==> src/rtl/pio_in_edge_irq.sv <==
// rtl/pio_in_edge_irq.sv - Avalon-MM input PIO with synchroniser, debounce, edge capture and level IRQ
module pio_in_edge_irq #(
  parameter int WIDTH     = 8,
  parameter int EDGE_TYPE = 0,
  parameter int DEBOUNCE  = 0,
  parameter int CNT_W     = 16
) (
  input  logic             clk,
  input  logic             reset_n,
  input  logic [1:0]       address,
  input  logic             chipselect,
  input  logic             write_n,
  input  logic [31:0]      writedata,
  input  logic [WIDTH-1:0] in_port,
  output logic [31:0]      readdata,
  output logic             irq
);

  localparam int DB_LAST_I = (DEBOUNCE > 0) ? DEBOUNCE - 1 : 0;
  localparam logic [CNT_W-1:0] DB_LAST = CNT_W'(DB_LAST_I);

  typedef enum logic {ST_INIT, ST_PRIMED} prime_e;

  prime_e           prime_q, prime_d;
  logic [1:0]       prime_cnt_q, prime_cnt_d;
  logic [WIDTH-1:0] s1_q, s2_q;
  logic [WIDTH-1:0] state_q, state_d;
  logic [CNT_W-1:0] cnt_q [WIDTH];
  logic [CNT_W-1:0] cnt_d [WIDTH];
  logic [WIDTH-1:0] irqmask_q, irqmask_d;
  logic [WIDTH-1:0] edgecap_q, edgecap_d;
  logic [31:0]      readdata_q, readdata_d;
  logic [WIDTH-1:0] rise, fall, edge_v, w1c;
  logic             wr;
  logic             unused_wd;

  assign unused_wd = ^writedata;

  always_comb begin
    prime_d     = prime_q;
    prime_cnt_d = prime_cnt_q;
    if (prime_q == ST_INIT) begin
      if (prime_cnt_q == 2'd2) prime_d = ST_PRIMED;
      else                     prime_cnt_d = prime_cnt_q + 2'd1;
    end
  end

  // INIT loads the synchronised inputs straight into state so held-high pins start settled.
  always_comb begin
    state_d = state_q;
    for (int i = 0; i < WIDTH; i++) cnt_d[i] = '0;
    if (prime_q == ST_INIT || DEBOUNCE == 0) begin
      state_d = s2_q;
    end else begin
      for (int i = 0; i < WIDTH; i++) begin
        if (s2_q[i] != state_q[i]) begin
          if (cnt_q[i] == DB_LAST) state_d[i] = s2_q[i];
          else                     cnt_d[i]   = cnt_q[i] + CNT_W'(1);
        end
      end
    end
  end

  // state_q is the previous debounced value of state_d, so edges land with the state change.
  always_comb begin
    rise   = ~state_q & state_d;
    fall   = state_q & ~state_d;
    edge_v = '0;
    if (prime_q == ST_PRIMED) begin
      if (EDGE_TYPE == 0)      edge_v = rise;
      else if (EDGE_TYPE == 1) edge_v = fall;
      else                     edge_v = rise | fall;
    end
  end

  assign wr = chipselect & ~write_n;

  always_comb begin
    irqmask_d  = irqmask_q;
    w1c        = '0;
    readdata_d = '0;
    if (wr && address == 2'd2) irqmask_d = writedata[WIDTH-1:0];
    if (wr && address == 2'd3) w1c = writedata[WIDTH-1:0];
    edgecap_d = (edgecap_q & ~w1c) | edge_v;
    case (address)
      2'd0:    readdata_d[WIDTH-1:0] = state_q;
      2'd2:    readdata_d[WIDTH-1:0] = irqmask_q;
      2'd3:    readdata_d[WIDTH-1:0] = edgecap_q;
      default: readdata_d = '0;
    endcase
  end

  always_ff @(posedge clk) begin
    if (!reset_n) begin
      prime_q     <= ST_INIT;
      prime_cnt_q <= '0;
      s1_q        <= '0;
      s2_q        <= '0;
      state_q     <= '0;
      irqmask_q   <= '0;
      edgecap_q   <= '0;
      readdata_q  <= '0;
      for (int i = 0; i < WIDTH; i++) cnt_q[i] <= '0;
    end else begin
      prime_q     <= prime_d;
      prime_cnt_q <= prime_cnt_d;
      s1_q        <= in_port;
      s2_q        <= s1_q;
      state_q     <= state_d;
      irqmask_q   <= irqmask_d;
      edgecap_q   <= edgecap_d;
      readdata_q  <= readdata_d;
      for (int i = 0; i < WIDTH; i++) cnt_q[i] <= cnt_d[i];
    end
  end

  assign readdata = readdata_q;
  assign irq      = |(edgecap_q & irqmask_q);

endmodule

==> config.mk <==
export PLATFORM = sky130hd
export DESIGN_NAME = pio_in_edge_irq
export DESIGN_NICKNAME = d
export VERILOG_FILES = /design/src/rtl/pio_in_edge_irq.sv
export SDC_FILE = /design/constraint.sdc
export NUM_CORES = 1
export LEC_CHECK = 0
export ABC_AREA = 1
export BUFFER_PORTS_ARGS = -buffer_cell sky130_fd_sc_hd__clkbuf_2
export CAP_MARGIN = 0
export CORE_MARGIN = 4
export CORE_UTILIZATION = 52
export DETAILED_ROUTE_END_ITERATION = 16
export PLACE_DENSITY = 0.83
export SYNTH_ARGS = -nofsm -noshare
export SYNTH_HDL_FRONTEND = slang
export SYNTH_SLANG_ARGS = --single-unit
==> constraint.sdc <==
create_clock -name clk -period 1.85 [get_ports clk]
set_clock_uncertainty 0.1 [all_clocks]
set_input_delay 0.0925 -clock clk [delete_from_list [all_inputs] [get_ports clk]]
set_output_delay 0.0925 -clock clk [all_outputs]
set_load 0.02 [all_outputs]
==> Word level (Yosys, flattened, before mapping) <==
Index checks and enable logic that the tools add are counted.
{ "word_totals": {"word_cells": 33, "reg_bits": 75, "out_inout_bits": 33, "input_bits": 46} }
{ "op_classes": {"n_bitwise": 10, "n_reduce_logical": 5, "eq_ne": 3, "n_addsub": 1, "mux": 5} }
{ "op_table": {"columns": ["operator", "n"], "rows": [
  ["$and 8x8->8", 3],
  ["$pmux 8 s3", 1],
  ["$mux 8", 2],
  ["$not 8->8", 2],
  ["$or 8x8->8", 1],
  ["$reduce_or 8->1", 1],
  ["$eq 2x2->1 const B", 3],
  ["$not 1->1", 3],
  ["$add 2x1->2 const B", 1],
  ["$logic_and 1x1->1", 2],
  ["$logic_not 2->1", 1],
  ["$mux 1", 2],
  ["$reduce_and 2->1", 1],
  ["$and 1x1->1", 1]
]} }

==> Longest topological paths before layout <==
Gate-level depths: netlist of run 1.
{ "logic_depth": {"word_depth": 7, "mapped_depth": 7, "mapped_depth_nobuf": 7} }

==> Worst setup path after synthesis of run 1 <==
Ideal clock, no wire load.
{ "synth_timing": {"path_type": "flip-flop to flip-flop", "start": "register prime_cnt_q[0]", "end": "register prime_cnt_q[0]", "stages_incl_launch_ff": 6, "period_less_slack_ps": 1068, "required_ps": 1633, "n_path_buf": 0, "t_arrival_ps": 851, "setup_time_ps": 117, "path_slack_ps": 782, "path_cell_list": "dfxtp_1 inv_1 ha_1 nor2_2 xor2_1 nor2_1"} }
{ "synth_between": {"elab_chain_cells": 3, "word_cells_on_any_way": 4, "cone_classes": "add/sub: 1; eq/ne: 1; bitwise: 1; reduce/logical: 1"} }
{ "synth_rtl": {"columns": ["item", "line", "text"], "rows": [
  ["start, declared", "25", "logic [1:0] prime_cnt_q, prime_cnt_d;"],
  ["start signal, assigned", "106", "prime_cnt_q <= prime_cnt_d;"],
  ["$eq 2x2->1", "43", "if (prime_cnt_q == 2'd2) prime_d = ST_PRIMED;"],
  ["$not 1->1 (no line)", null, null],
  ["$reduce_and 2->1 (no line)", null, null]
]} }
Parallel ways exist; a longest one is shown, timed or not.
A chain may end at the register's enable or synchronous reset.

==> Worst setup path in the final report of run 1 <==
{ "layout_timing": {"start": "register edgecap_q[5]", "end": "output port irq"} }
{ "layout_between": {"elab_chain_cells": 2} }
{ "layout_rtl": {"columns": ["item", "line", "text"], "rows": [
  ["start, declared", "31", "logic [WIDTH-1:0] edgecap_q, edgecap_d;"],
  ["start signal, assigned", "111", "edgecap_q <= edgecap_d;"],
  ["$and 8x8->8", "118", "assign irq = |(edgecap_q & irqmask_q);"],
  ["$reduce_or 8->1", "118", null],
  ["end, declared", "16", "output logic irq"]
]} }
Every way passes these cells.

==> run metrics, run 1 <==
Clk pin slew, worst setup/hold paths=around 0.09 ns; RSZ-0062 raised after global routing=false; largest family of logic cells by synthesized area=simple AND/OR/NAND/NOR gates; final std cells w/o fill=approximately 360; terminus of the critical flop-to-flop path=prime_cnt_q[0]; placed insts=around 340; switching power=about 0.00055 W; MaxCap Viol Count=0; vias in the first global route=1,429; gr usage total=0.150; commonest cells after routing, fill and taps aside=75 x nand2_1, 51 x dfxtp_1, 36 x inv_1, 30 x clkbuf_2, 24 x conb_1; Hold Path Stages=3; Worst R2R Path Depth=5; fraction of layout cells with a size suffix above 1=0.149; post_cts resized=0; Synth Area in Compound Gates=0.0435; CORE AREA=~3700 sq um; Critical Path End Type=output pin; CTS tree=built; post-synthesis simple-gate area fraction=0.263; Seq pwr share=0.560; antenna violations before repair=0; clock group share of total power=0.319; Site Rows=22; Synth Area in XOR/XNOR=0.00423; Fin Setup TNS=0 ns; worst hold path type=in -> reg; Worst R2R Start=prime_cnt_q[0]; total wire length=3640 microns; critical path launch point type=flop; grt ovf=0; I/O pin total=79; cell area power density=894 nW/um^2; dpl hpwl=2530 microns; worst skew pair latency=about 0.31 ns; CTS Sinks=between 50 and 60; proportion of synthesized chip area in sequential cells=0.493; adder-cell share of the synthesized area=0.00604; Worst Path Max Fanout=3; Post-CTS Setup Inserts=0; first-pass GRT wire length=about 6000 microns; drt initial violations=about 100; drt drc=0; P&R area growth vs syn=16.1%; status=finished clean; Nets=roughly 360; hold endpoint=s2_q[3]; Leakage Power=1.29 nW; hold path start=reset_n; DR vias=1,591; yosys warns=0; H-tree depth=2; CP Class=reg -> out; setup violators final=0; Netlist cell types=23; Syn Inst Count=~270; Data arrival, critical path=1.13 ns; R2R Setup Slk=around 0.70 ns; Antenna Cells=0; DIE WIDTH=a little over 70 microns; Fin. Hold Viols=0; commonest non-fill, non-tap cell in the layout=nand2_1; synthesized flop and latch total=51; mux cell area share after synthesis=0; Logic pwr share=0.121; fmax=756 MHz; ANT nets after route=0; Vias/cell=roughly 4.4; Longest Clk Path Bufs=2; routed length per placed instance=10.0 microns; fin crit period=around 1.3 ns; Final GP Congestion=around 0.8; Net Sw Frac=0.257; max-slew violation count=0; clk root buf=clkbuf_8; Netlist Area Pre-Place=about 2100 sq um; Die Area=~5100 sq um; VDD IR-drop max=around 0.45 mV; WHS=approximately 0.051 ns; I/O Buffers=30; total CTS buffers=5; Die Span Y=around 71 microns; final worst path period share=0.715; Avg Inst Size Synth=just under 8 sq um; Layout Utilization=0.643; initial core utilization=0.553; largest net degree at the start of global routing=31; CP required=roughly 1.7 ns; Internal Pwr Total=between 0.0015 and 0.002 W; TritonRoute pass-1 iters=4
## through the flow
stage / worst slack (ns) / total power (W) / area (sq um)
6_report: 0.527 / 0.00215 / 2410
3_5_place_dp: 0.654 / 0.00147 / 2140
5_1_grt: 0.439 / 0.00224 / 2410
2_1_floorplan: 0.782 / 0.00145 / 2160
4_1_cts: 0.511 / 0.00217 / 2410
3_3_place_gp: 0.695 / 0.00145 / 2140
## worst max-delay path by stage
stage / cells after the start / endpoint / from / slack, ns
3_5_place_dp: 6 / edgecap_q[6] / reset_n / 0.65
6_report: 5 / irq / edgecap_q[5] / 0.53
3_3_place_gp: 6 / edgecap_q[6] / reset_n / 0.70
5_1_grt: 5 / irq / irqmask_q[5] / 0.44
4_1_cts: 5 / irq / edgecap_q[5] / 0.51
2_1_floorplan: 5 / prime_cnt_q[0] / prime_cnt_q[0] / 0.78
## power by group through the flow
| stage | Clock (W) | Sequential, W | Combinational, W |
|---|---|---|---|
| after floorplan | 0 | 0.00121 | 0.000239 |
| after global placement | 0 | 0.00123 | 0.000227 |
| after detailed placement | 0 | 0.00123 | 0.000235 |
| after CTS | 0.000706 | 0.00120 | 0.000262 |
| after global routing | 0.000733 | 0.00121 | 0.000301 |
| final | 0.000685 | 0.00120 | 0.000261 |
## area by class of cell
class                      count  area, sq um
inverter                      40          158
fill                         343         1340
timing repair buffer          47          318
clock inverter                 1         7.51
multi-input combinational    169          746
tap                           48         60.1
clock buffer                   7         96.3
sequential                    51         1020
## cells by family after synthesis
group	after synthesis
compound gates	18
xor+xnor	1
fa+ha+maj	1
buf+inv	71
flops	51
other cells	1
simple gates	125
## sequential cells by signal (all words and copies together) (netlist names)
signal	flops
s1_q	8
prime_cnt_q	2
readdata	8
irqmask_q	8
s2_q	8
edgecap_q	8
state_q	8
prime_q	1
## critical path, cell delays in order, from the launching register on
cell and delay, ns:
dfxtp_1 0.34, nand2_1 0.07, nand3_1 0.08, nor2_1 0.09, nand4_1 0.09, clkbuf_2 0.17
## layer usage
metal  share of wire  track usage  wire length (microns)
met5               0            0                      0
met4           0.022       0.0689                     79
met3           0.060       0.0398                    218
met2            0.51        0.278                   1850
met1            0.41        0.157                   1490
## Yosys cell counts
cell type   n  area (sq um)
a21oi_1     8          40.0
buf_2       4          20.0
buf_4      24           180
buf_6       3          33.8
clkinv_1    1          3.75
clkinv_4    1          8.76
conb_1      1          3.75
dfxtp_1    51          1020
ha_1        1          12.5
inv_1      36           135
inv_2       1          3.75
inv_4       1          6.26
nand2_1    75           282
nand2_2     1          6.26
nand2_4     1          11.3
nand3_1    16          80.1
nand3b_1    8          60.1
nand4_1     1          6.26
nor2_1     20          75.1
nor2_2      2          12.5
nor2_4      1          11.3
o21ai_0    10          50.1
xor2_1      1          8.76
## timing repair
item	4_1_cts	5_1_grt
hold buffers	16	0
endpoints found under the setup margin	0	0
hold endpoints to repair	21	0
Note: power is estimated with default switching activity, not from simulation.
==> run 2, diff against run 1 <==
--- a/config.mk
+++ b/config.mk
@@ -9,9 +9,9 @@
 export BUFFER_PORTS_ARGS = -buffer_cell sky130_fd_sc_hd__clkbuf_2
 export CAP_MARGIN = 0
 export CORE_MARGIN = 4
-export CORE_UTILIZATION = 52
+export CORE_UTILIZATION = 43
 export DETAILED_ROUTE_END_ITERATION = 16
-export PLACE_DENSITY = 0.83
+export PLACE_DENSITY = 0.73
 export SYNTH_ARGS = -nofsm -noshare
 export SYNTH_HDL_FRONTEND = slang
 export SYNTH_SLANG_ARGS = --single-unit
==> constraint.sdc (replaced) <==
create_clock -name clk -period 1.1 [get_ports clk]
set_clock_uncertainty 0.1 [all_clocks]
set_input_delay 0.055 -clock clk [delete_from_list [all_inputs] [get_ports clk]]
set_output_delay 0.055 -clock clk [all_outputs]
set_load 0.02 [all_outputs]
==> run 2 against run 1 <==
Critical path depth unchanged; clock-buffer cell count is 1 higher; the flow now finishes with violations (setup timing); clock power is 66% higher; largest cell class unchanged.
==> run metrics, run 2 (same netlist as run 1, synthesis figures left out) <==
critical path launch point type=flop; I/O pin total=79; gr usage total=0.137; cell area power density=approximately 1500 nW/um^2; Seq pwr share=0.535; commonest cells after routing, fill and taps aside=72 x nand2_1, 44 x dfxtp_1, 35 x inv_1, 29 x clkbuf_2, 24 x conb_1; total CTS buffers=5; total wire length=about 3900 microns; final worst path period share=1.17; Layout Utilization=0.558; I/O Buffers=30; Logic pwr share=0.163; Final GP Congestion=between 0.8 and 0.9; MaxCap Viol Count=0; max-slew violation count=0; clk root buf=clkbuf_8; initial core utilization=0.460; Clk pin slew, worst setup/hold paths=about 0.09 ns; Die Area=approximately 6000 sq um; DIE WIDTH=~77 microns; Data arrival, critical path=~1.1 ns; worst skew pair latency=0.30 ns; Net Sw Frac=0.255; RSZ-0062 raised after global routing=true; failing checks=setup timing; fraction of layout cells with a size suffix above 1=0.207; largest net degree at the start of global routing=17; Site Rows=24; min setup slack post-route=-0.192 ns; fmax=between 700 and 800 MHz; drt drc=0; P&R area growth vs syn=21.4%; commonest non-fill, non-tap cell in the layout=nand2_1; CTS Sinks=between 50 and 60; Leakage Power=around 1.3 nW; Longest Clk Path Bufs=2; CORE AREA=between 4000 and 5000 sq um; Antenna Cells=0; Worst setup startpoint=edgecap_q[5]; fin crit period=roughly 1.3 ns; Die Span Y=around 77 microns; grt ovf=0; dpl hpwl=2710 microns; CP required=roughly 0.94 ns; VDD IR-drop max=0.791 mV; cell-by-cell trace of the critical path=nand2_2, nand3_2, nor2_1, nand4_1, clkbuf_8; TritonRoute pass-1 iters=4; dpl ws=-0.0553 ns; Filler cells=418; ANT nets after route=0; antenna violations before repair=0; H-tree depth=2; Fin. Hold Viols=0; area occupied by multi-input gates=roughly 780 sq um; routed length per placed instance=10.3 microns; DR vias=approximately 1,600; Nets=about 370; Critical Path End Type=output pin; switching power=between 0.0009 and 0.001 W; Worst R2R Start=prime_cnt_q[0]; storage element area=~1000 sq um; worst hold path type=in -> reg; CTS tree=built; Internal Pwr Total=about 0.0028 W; first-pass GRT wire length=6540 microns; total power=approximately 0.0038 W; status=finished with violations; vias in the first global route=~1,500; Vias/cell=4.31; Worst Path Max Fanout=2; clock group share of total power=0.302; CP Class=reg -> out; slowest stage delay, CP=0.34 ns; setup violators final=1; hold path start=reset_n; drt initial violations=110; slowest cell on the critical path=dfxtp_2
[run 2: cell types whose count changed in the layout (fill, tap and decap cells not counted), sizes merged]
cell	before	now
buf	1	9
clkbuf	37	38
clkinvlp	1	0
[run 2: repair_timing]
item	CTS	global route
hold buffers	16	0
endpoints found under the setup margin	3	3
endpoints found under the hold margin	24	0
buffers inserted	3	1
pin swaps	3	4
gates resized for setup	13	4
[run 2: path summary, 6_finish.rpt]
check                                 endpoint  slack (ns)  cells after the start
worst max register to register  prime_cnt_q[0]        0.02                      5
worst max-delay path                       irq       -0.19                      5
worst min-delay path                   s2_q[7]        0.07                      3
worst min register to register         s2_q[5]        0.31                      2
[run 2: area by class of cell]
class	instances	area share
timing repair buffer	55	0.154
clock buffer	8	0.0398
tap	52	0.0259
sequential	51	0.409
inverter	40	0.0627
multi-input combinational	169	0.308
[run 2: power groups by stage]
stage / clock [W] / sequential [W] / combinational (W)
5_1_grt: 0.00126 / 0.00203 / 0.000679
3_5_place_dp: 0 / 0.00204 / 0.000470
4_1_cts: 0.00118 / 0.00201 / 0.000566
6_report: 0.00114 / 0.00202 / 0.000613
2_1_floorplan: 0 / 0.00203 / 0.000401
3_3_place_gp: 0 / 0.00204 / 0.000449
[run 2: per-stage QoR]
step           std cells  hold WS [ns]  area [sq um]  setup TNS, ns
2_1_floorplan        291        0.0526          2160              0
3_3_place_gp         347         0.140          2180              0
3_5_place_dp         347         0.141          2180        -0.0932
4_1_cts              374        0.0732          2490         -0.180
5_1_grt              375        0.0809          2510         -0.290
6_report             375        0.0727          2510         -0.192
[run 2: layer usage]
metal / up-vias / global-route usage / share of wire
li1: 865 / - / -
met1: 695 / 0.146 / 0.43
met2: 53 / 0.245 / 0.49
met3: 4 / 0.0417 / 0.063
met4: 0 / 0.0694 / 0.017
met5: - / 0 / 0
[run 2: worst max-delay path: cells and delay by family, from the launching register on]
family,cells,cell delay (ns)
flip-flops,1,0.34
AND/OR/NAND/NOR,4,0.34
buffers and inverters,1,0.16
